[config.mk]
export PLATFORM = sky130hd
export DESIGN_NAME = mem_port_arbiter
export DESIGN_NICKNAME = d
export VERILOG_FILES = /design/src/rtl/mem_port_arbiter.sv
export SDC_FILE = /design/constraint.sdc
export NUM_CORES = 1
export LEC_CHECK = 0
export CORE_MARGIN = 1
export CORE_UTILIZATION = 41
export DETAILED_ROUTE_END_ITERATION = 10
export PLACE_DENSITY = 0.86
export RECOVER_POWER = 100
export SLEW_MARGIN = 20
export SYNTH_ARGS = -nofsm -noshare
export SYNTH_HDL_FRONTEND = slang
export SYNTH_SLANG_ARGS = --single-unit
[constraint.sdc]
create_clock -name clk -period 3.5 [get_ports clk]
set_input_delay 0.7 -clock clk [delete_from_list [all_inputs] [get_ports clk]]
set_output_delay 0.7 -clock clk [all_outputs]
set_load 0.005 [all_outputs]
[src/rtl/mem_port_arbiter.sv]
// Single-port memory arbiter: grants one requester at a time, runs a fixed-latency access, returns done + rdata.
// Optional MEMARB_FIXED_PRI_EN selects fixed lowest-index priority instead of round-robin.
module mem_port_arbiter #(
   parameter int N_REQ   = 2,
   parameter int AW      = 32,
   parameter int DW      = 32,
   parameter int MEM_LAT = 1
) (
   input  logic                clk,
   input  logic                rst_n,
   input  logic [N_REQ-1:0]    req,
   input  logic [N_REQ-1:0]    req_we,
   input  logic [N_REQ*AW-1:0] req_addr,
   input  logic [N_REQ*DW-1:0] req_wdata,
   output logic [N_REQ-1:0]    gnt,
   output logic [N_REQ-1:0]    done,
   output logic [DW-1:0]       rdata,
   output logic                busy,
   output logic [AW-1:0]       mem_addr,
   output logic                mem_we,
   output logic [DW-1:0]       mem_wdata,
   input  logic [DW-1:0]       mem_rdata
);

   localparam int PW = (N_REQ > 1) ? $clog2(N_REQ) : 1;
   localparam int LW = (MEM_LAT > 1) ? $clog2(MEM_LAT) : 1;

   localparam logic [1:0] S_IDLE   = 2'd0;
   localparam logic [1:0] S_ACCESS = 2'd1;
   localparam logic [1:0] S_WAIT   = 2'd2;
   localparam logic [1:0] S_RESP   = 2'd3;

   logic [1:0]    state;
   logic [LW-1:0] lat_cnt;
   logic [PW-1:0] owner;
   logic          acc_we;
   logic [PW-1:0] start_idx;
   logic [PW-1:0] win_idx;
   logic          win_vld;
   logic          last_wait;

`ifdef MEMARB_FIXED_PRI_EN
   assign start_idx = '0;
`else
   logic [PW-1:0] rr_ptr;

   always_ff @(posedge clk or negedge rst_n) begin
      if (!rst_n) begin
         rr_ptr <= '0;
      end else if (state == S_IDLE && win_vld) begin
         rr_ptr <= PW'((int'(win_idx) + 1) % N_REQ);
      end
   end

   assign start_idx = rr_ptr;
`endif

   // Scan downward so the last hit is the first set bit at or after start_idx.
   always_comb begin
      // NOTE: every always_comb output gets a default first so no path can infer a latch.
      win_idx = '0;
      win_vld = 1'b0;
      for (int k = N_REQ - 1; k >= 0; k--) begin
         if (req[(int'(start_idx) + k) % N_REQ]) begin
            win_idx = PW'((int'(start_idx) + k) % N_REQ);
            win_vld = 1'b1;
         end
      end
   end

   assign last_wait = (lat_cnt == LW'(MEM_LAT - 1));

   always_ff @(posedge clk or negedge rst_n) begin
      if (!rst_n) begin
         state     <= S_IDLE;
         lat_cnt   <= '0;
         owner     <= '0;
         acc_we    <= 1'b0;
         gnt       <= '0;
         done      <= '0;
         rdata     <= '0;
         busy      <= 1'b0;
         mem_addr  <= '0;
         mem_we    <= 1'b0;
         mem_wdata <= '0;
      end else begin
         // NOTE: pulse outputs default low each cycle; only the state that owns them raises them.
         gnt    <= '0;
         done   <= '0;
         mem_we <= 1'b0;
         case (state)
            S_IDLE: begin
               if (win_vld) begin
                  state        <= S_ACCESS;
                  busy         <= 1'b1;
                  owner        <= win_idx;
                  acc_we       <= req_we[win_idx];
                  mem_we       <= req_we[win_idx];
                  mem_addr     <= req_addr[int'(win_idx)*AW +: AW];
                  mem_wdata    <= req_wdata[int'(win_idx)*DW +: DW];
                  gnt[win_idx] <= 1'b1;
               end
            end
            S_ACCESS: begin
               state   <= S_WAIT;
               lat_cnt <= '0;
            end
            S_WAIT: begin
               if (last_wait) begin
                  state       <= S_RESP;
                  lat_cnt     <= '0;
                  done[owner] <= 1'b1;
                  if (!acc_we) begin
                     rdata <= mem_rdata;
                  end
               end else begin
                  lat_cnt <= lat_cnt + 1'b1;
               end
            end
            S_RESP: begin
               state <= S_IDLE;
               busy  <= 1'b0;
            end
            default: state <= S_IDLE;
         endcase
      end
   end

endmodule

==> After elaboration in Yosys (flattened, before gate mapping) <==
Index checks and enable logic that the tools add are counted.
{ "classes": {"n_reduce_logical": 10, "addsub": 3, "eq_ne": 5, "order_cmp": 6, "n_bitwise": 3, "n_shift": 2, "mux": 28} }
{ "op_table": {"columns": ["operator", "n"], "rows": [
  ["$shiftx A64 B7 Y32", 2],
  ["$mux W1", 17],
  ["$mux W2", 6],
  ["$pmux W2 S4", 1],
  ["$lt A1 B2 Y1 const B", 3],
  ["$reduce_and A2 Y1", 3],
  ["$eq A2 B2 Y1 const B", 2],
  ["$ne A2 B2 Y1 const B", 2],
  ["$pmux W1 S2", 2],
  ["$reduce_bool A2 Y1", 2],
  ["$add A1 B1 Y1 const B", 3],
  ["$logic_and A1 B1 Y1", 3],
  ["$lt A2 B3 Y1 const B", 1],
  ["$reduce_and A3 Y1", 1],
  ["$demux W1 S1", 2],
  ["$eq A2 B1 Y1 const B", 1],
  ["$ge A1 B1 Y1 const B", 2],
  ["$logic_not A2 Y1", 1],
  ["$not A1 Y1", 2],
  ["$and A1 B1 Y1 const A", 1]
]} }
{ "word_totals": {"inputBits": 166, "reg_bits": 108} }

==> Longest topological paths before layout <==
{ "logic_depth": {"ltp_word": 13, "mapped_depth": 7, "ltp_nobuf": 5} }

==> Worst setup path after synthesis <==
OpenSTA, ideal clock, no wires.
{ "synth_path": {"path_kind": "input -> register", "startpoint": "input port req[1]", "endpoint": "register mem_addr[28]", "arrival_time_ns": 1.607, "stages": 5, "t_required_ns": 3.374, "n_path_buf": 2, "slack_ns": 1.767, "cell_sequence": "buf_6 o21ai_4 a21oi_4 buf_6 a221o_1"} }
{ "synth_via": {"elab_chain_len": 6, "elab_cells_between_ends": 11} }
{ "synth_rtl": {"columns": ["item", "line", "text"], "rows": [
  ["start: declaration", "11", "input logic [N_REQ-1:0] req,"],
  ["$mux W1 (implied by the code) (3 in series)", "64", "if (req[(int'(start_idx) + k) % N_REQ]) begin"],
  ["$mux W1 (2 in series)", "64", null],
  ["$shiftx A64 B7 Y32 or $reduce_and A2 Y1 (tied branches)", null, null],
  ["end signal: assignment", "99", "mem_addr <= req_addr[int'(win_idx)*AW +: AW];"],
  ["end: declaration", "19", "output logic [AW-1:0] mem_addr,"]
]} }
Several ways; a longest one is shown, not always the timed one. The select of a mux whose other input is x is not followed.
A chain may end at the register's enable or synchronous reset.

==> Worst setup path after layout <==
{ "layout_path": {"startpoint": "input port req[1]", "endpoint": "register mem_wdata[6]"} }
{ "layout_via": {"elab_chain_len": 6, "elab_cells_between_ends": 11} }
{ "layout_rtl": {"columns": ["item", "line", "text"], "rows": [
  ["$mux W1 (implied by the code) (3 in series)", "64", null],
  ["$mux W1 (2 in series)", "64", null],
  ["$shiftx A64 B7 Y32 or $reduce_and A2 Y1 (tied branches)", null, null],
  ["end signal: assignment", "100", "mem_wdata <= req_wdata[int'(win_idx)*DW +: DW];"],
  ["end: declaration", "21", "output logic [DW-1:0] mem_wdata,"]
]} }
Several ways; a longest one is shown, not always the timed one. The select of a mux whose other input is x is not followed.

==> reports/metrics.yaml <==
dp_hpwl_um: 10540
grt_overflow: 0
drt-total-wl_um: 14350
syn_nets: 564
ys_ff_latch: 107
grt_max_degree: 58
violations: "capacitance limit, slew limit"
fillers: 811
clock_path_buffers: 2
nets: 817
n_antenna_cell: 0
cts_tree: "built"
ys.flop_type: "dfrtp_1"
start_util: 0.4231
path_class: "in2reg"
root_buffer: "clkbuf_16"
hold_viol_final: 0
post_drt_wl_per_cell_um: 18.11
finClkSkew_ns: 0.009112
post_synth.cell_area_avg_um2: 11.71
place_ws_ns: 0.5870
slowest_delay_ns: 0.72
ctsHoldBuffers: 0
finish.instance_area_um2: 7614
drt_iter0_drc: 252
fin_crit_ns: 2.905
r2r_slack_ns: 0.87
syn_inst: 395
synth_top_area_frac: 0.5787
worstMarginPinSlew_ns: 1.677
rsz0062_at_grt: "false"
fin_cells: 792
dp_cells: 777
antenna_found_initial: 0
ys_warn_count: 0
num_rows: 38
timing.final.ws_setup_ns: 0.5948
power_mw: 5.869
slew_headroom: -0.1178
core_area_um2: 10940
cts.sinks: 107
holdPathEnd: "done[0]"
synth.distinct_cells: 28
p_leak_nw: 3.140
fmax_mhz: 344.2
dieArea_um2: 11710
first_pass_iters: 5
yosysSeqAreaShare: 0.5787
cp_max_fo: 36
vias: 4250
min_path_type: "reg2reg"
place_area_um2: 7342
worstPathCellList: "dlygate4sd3_1, inv_1, nor3_4, clkbuf_2, a221o_1"
cp.arrival_ns: 3.12
ios: 268
vias_per_cell: 5.366
ant_nets: 0
synthesis.area_um2: 4627
synth_top_area_cell: "dfrtp_1"
cp_slowest_cell: "inv_1"
gp_congestion: 0.8705
timing.hold.ws_ns: 0.4447
grt_pass1_wl_um: 21850
dieWidth_um: 108.2
final_util: 0.6962
drc: 0
htreeDepth: 3
power_density_nw_per_um2: 770.9
min_delay_path_depth: 1
post_cts_buffers: 0
cts_made_buffers: 9
synth_edf_count: 0
reg2reg_depth: 5
grt_pass1_vias: 4278
clk_pin_slew_ns: 0.07
setup_viol: 0
rr_startpoint: "state[0]"
cp-end-kind: "flip-flop"
layout-drive-gt1-share: 0.09202
r2r_end: "rdata[14]"
min_from: "owner"
place.port_buffers: 267
grt.total_usage: 0.2464
synthToLayoutAreaGrowth_pct: 64.55
maxCapViolCount: 2
fp.dieH_um: 108.2
yosys-top-cells-area: "dfrtp_1 (58%), mux2_2 (7.3%), a221o_1 (7.1%)"
cp.required_ns: 3.71
clk_latency_ns: 0.34
status: "complete, but fails checks"
async_flop_share: 1.000
cts_resized: 0
netlist_top_cells_count: "dfrtp_1 (107), nor2_1 (35), and2_1 (34)"
yosysMostFrequentCell: "dfrtp_1"
cp-start-kind: "primary input"
report.final.slew_viol_count: 68
vdd_drop_max_v: 0.0003861
period_share: 0.8301
setup_tns_ns: 0
==> report_power, final <==
part	internal, mW	switching [mW]
clock network	0.554	0.444
registers	1.85	0.302
logic	1.60	1.12
total	4.01	1.86
==> flip-flops by register name (all words and copies together) (netlist names) <==
name,flops
mem_addr,32
mem_wdata,32
rdata,32
done,2
gnt,2
state,2
acc_we,1
busy,1
mem_we,1
owner,1
rr_ptr,1
==> how the worst max path moves through the flow <==
| stage | startpoint | end | slack, ns | depth (start not counted) |
|---|---|---|---|---|
| 2_1_floorplan | req[1] | mem_addr[28] | 1.77 | 5 |
| 3_3_place_gp | req[1] | mem_wdata[1] | 0.70 | 5 |
| 3_5_place_dp | req[1] | mem_wdata[6] | 0.59 | 5 |
| 4_1_cts | req[1] | mem_wdata[6] | 0.94 | 5 |
| 5_1_grt | req[1] | mem_addr[31] | 0.47 | 5 |
| 6_report | req[1] | mem_wdata[6] | 0.59 | 5 |
==> critical path, delay by kind of cell <==
family          cells  cell delay (ns)
buf+inv             3             1.87
compound gates      1             0.45
simple gates        1             0.08
==> cell families (layout without fill, tap and decap cells) <==
family | after synthesis | after routing | share of synthesized area
buffers and inverters | 38 | 295 | 0.04732
AND/OR/NAND/NOR | 79 | 79 | 0.08978
multiplexers | 32 | 32 | 0.07788
AO/OA/AOI/OAI | 136 | 136 | 0.1982
adder cells (fa/ha/maj) | 3 | 3 | 0.008113
flip-flops | 107 | 107 | 0.5787
==> per-layer routing <==
metal / routed length, um / global-route usage
met3: 1257 / 0.06028
met1: 5438 / 0.2810
met5: 0 / 0
met2: 7241 / 0.4340
met4: 409 / 0.1125
==> area by class of cell <==
type	instances	area, um^2	area share
timing repair buffer	277	2733	0.3589
inverter	3	11.26	0.001479
sequential	107	2678	0.3517
tap	140	175.2	0.02301
clock buffer	9	225.2	0.02958
clock inverter	6	66.31	0.008710
multi-input combinational	250	1725	0.2266
==> placed cells by master (no fill, tap or decap), drive strengths merged <==
cell	instances
clkdlybuf4s50	163
dfrtp	107
dlygate4sd3	103
nor2	35
and2	34
o21ai	34
a21oi	34
a221o	33
a31oi	32
mux2	32
clkbuf	13
buf	7
inv	4
clkinv	4
ha	3
nand2	2
nor2b	2
nor3	2
nand2b	1
nand3	1
and2b	1
o21a	1
or3b	1
o2bb2ai	1
a21o	1
bufinv	1
(Power assumes the default switching activity.)
==> RTL edit: new RTL, config.mk and constraints unchanged <==
Add a define of `MEMARB_FIXED_PRI_EN`.
--- a/src/rtl/mem_port_arbiter.sv
+++ b/src/rtl/mem_port_arbiter.sv
@@ -1,5 +1,7 @@
 // Single-port memory arbiter: grants one requester at a time, runs a fixed-latency access, returns done + rdata.
 // Optional MEMARB_FIXED_PRI_EN selects fixed lowest-index priority instead of round-robin.
+`define MEMARB_FIXED_PRI_EN
+
 module mem_port_arbiter #(
    parameter int N_REQ   = 2,
    parameter int AW      = 32,
Check against the original RTL: not equivalent (a bounded check fails within 10 cycles, from zero or initial values and one cycle with rst_n low).
==> RTL edit against the unedited design <==
The flow still finishes with violations (capacitance limit, slew limit); non-clock buffer count is 3 lower; cell area is 1.6% higher; synthesized area is 2.2% higher; cell count up 3.8%; worst setup slack better by 0.24 ns; combinational power is 5% higher; core utilization increased by 0.51 points; critical path depth did not move; sequential cell count fell by 1; worst hold slack better by 0.012 ns; total power grew 4.4%; wire length rose by 3.2%.
==> RTL edit: results <==
[outcome]
status = finished, violations left
violations = capacitance limit, slew limit

[route]
wl_met1_um = 5390
drt_first_pass_iters = 4
wirelength_um = 14800
met3WireLength_um = 1370
viasPerCell = 5.56
met2_length_um = 7600

[power]
vdd_drop_max_v = 0.000378
p_leak_uw = 0.00305

[worst_setup_path]
critPathMaxFanout = 32
slowest_stage = clkbuf_1
worstPathArrival_ns = 2.89
r2r_slack_ns = 0.83
max_stage_delay_ns = 1.19
timing.rr.end = rdata[20]

[global_routing]
use_met2_pct = 43.8
grtUsageTotal_pct = 24.5
grt_max_degree = 67
grt_pass1_wl_um = 22300
met1_usage_pct = 26.8
met3_usage_pct = 7.11
grt_pass1_vias = 4583

[layout]
stdcell_count = 822
drive_gt1_share_pct = 8.36
fin_nets = 846

[flow_run]
maxCapViolations = 1

[logic_synthesis]
synth_area_leaders = dfrtp_1, o22ai_1, mux2_2
synth_nets = 601

[timing]
maxSlewHeadroom_pct = -9.71
report.final.slew_viol_count = 33
finClkSkew_ns = 0.00561
holdWs_ns = 0.457

[placement]
pre_cts_slack_ns = 0.792
routabilityCongestion = 0.825
dpl.cell_count = 806
[RTL edit: cell count changes after synthesis, moves of 8 or more]
cell	unedited run	this run
buf_2	7	15
a31oi_1	32	1
nor2_1	35	69
o21ai_0	33	0
a221o_1	33	0
o32ai_1	0	34
buf_4	4	13
o22ai_1	0	94
nand2b_1	1	32
a21oi_1	33	5
and2_1	34	1
[RTL edit: power by group through the flow]
| stage | registers (uW) | logic (uW) | clock network, uW |
|---|---|---|---|
| 6_report | 2270 | 2850 | 1010 |
| 5_1_grt | 2360 | 3130 | 1090 |
| 4_1_cts | 2300 | 3110 | 1040 |
| 3_5_place_dp | 2310 | 3090 | 0 |
| 3_3_place_gp | 2270 | 2980 | 0 |
| 2_1_floorplan | 2310 | 1330 | 0 |
[RTL edit: cell families (layout without fill, tap and decap cells)]
logic type	after synthesis	in the layout	share of synthesized area, %
multiplexers	33	33	7.86
AND/OR/NAND/NOR	111	111	10.8
adder cells (fa/ha/maj)	3	3	0.794
AO/OA/AOI/OAI	135	135	19.5
flip-flops	106	106	56.1
buffers and inverters	44	294	4.95
[RTL edit: worst max-delay path by stage]
| stage | start | end | slack (ns) |
|---|---|---|---|
| final | state[0] | rdata[20] | 0.83 |
| after global routing | state[0] | mem_addr[10] | 0.58 |
| after CTS | req[0] | mem_addr[18] | 1.11 |
| after detailed placement | req[0] | mem_wdata[4] | 0.79 |
| after global placement | req[1] | mem_wdata[31] | 0.78 |
| after floorplan | req[0] | mem_addr[11] | 1.95 |
[RTL edit: cell type report]
class / instances / area (sq um)
well taps: 140 / 175
flip-flops and latches: 106 / 2650
inverters: 4 / 15.0
fillers: 793 / 3290
repair buffers: 274 / 2730
multi-input cells: 282 / 1860
clock buffers: 9 / 225
clock inverters: 7 / 76.3
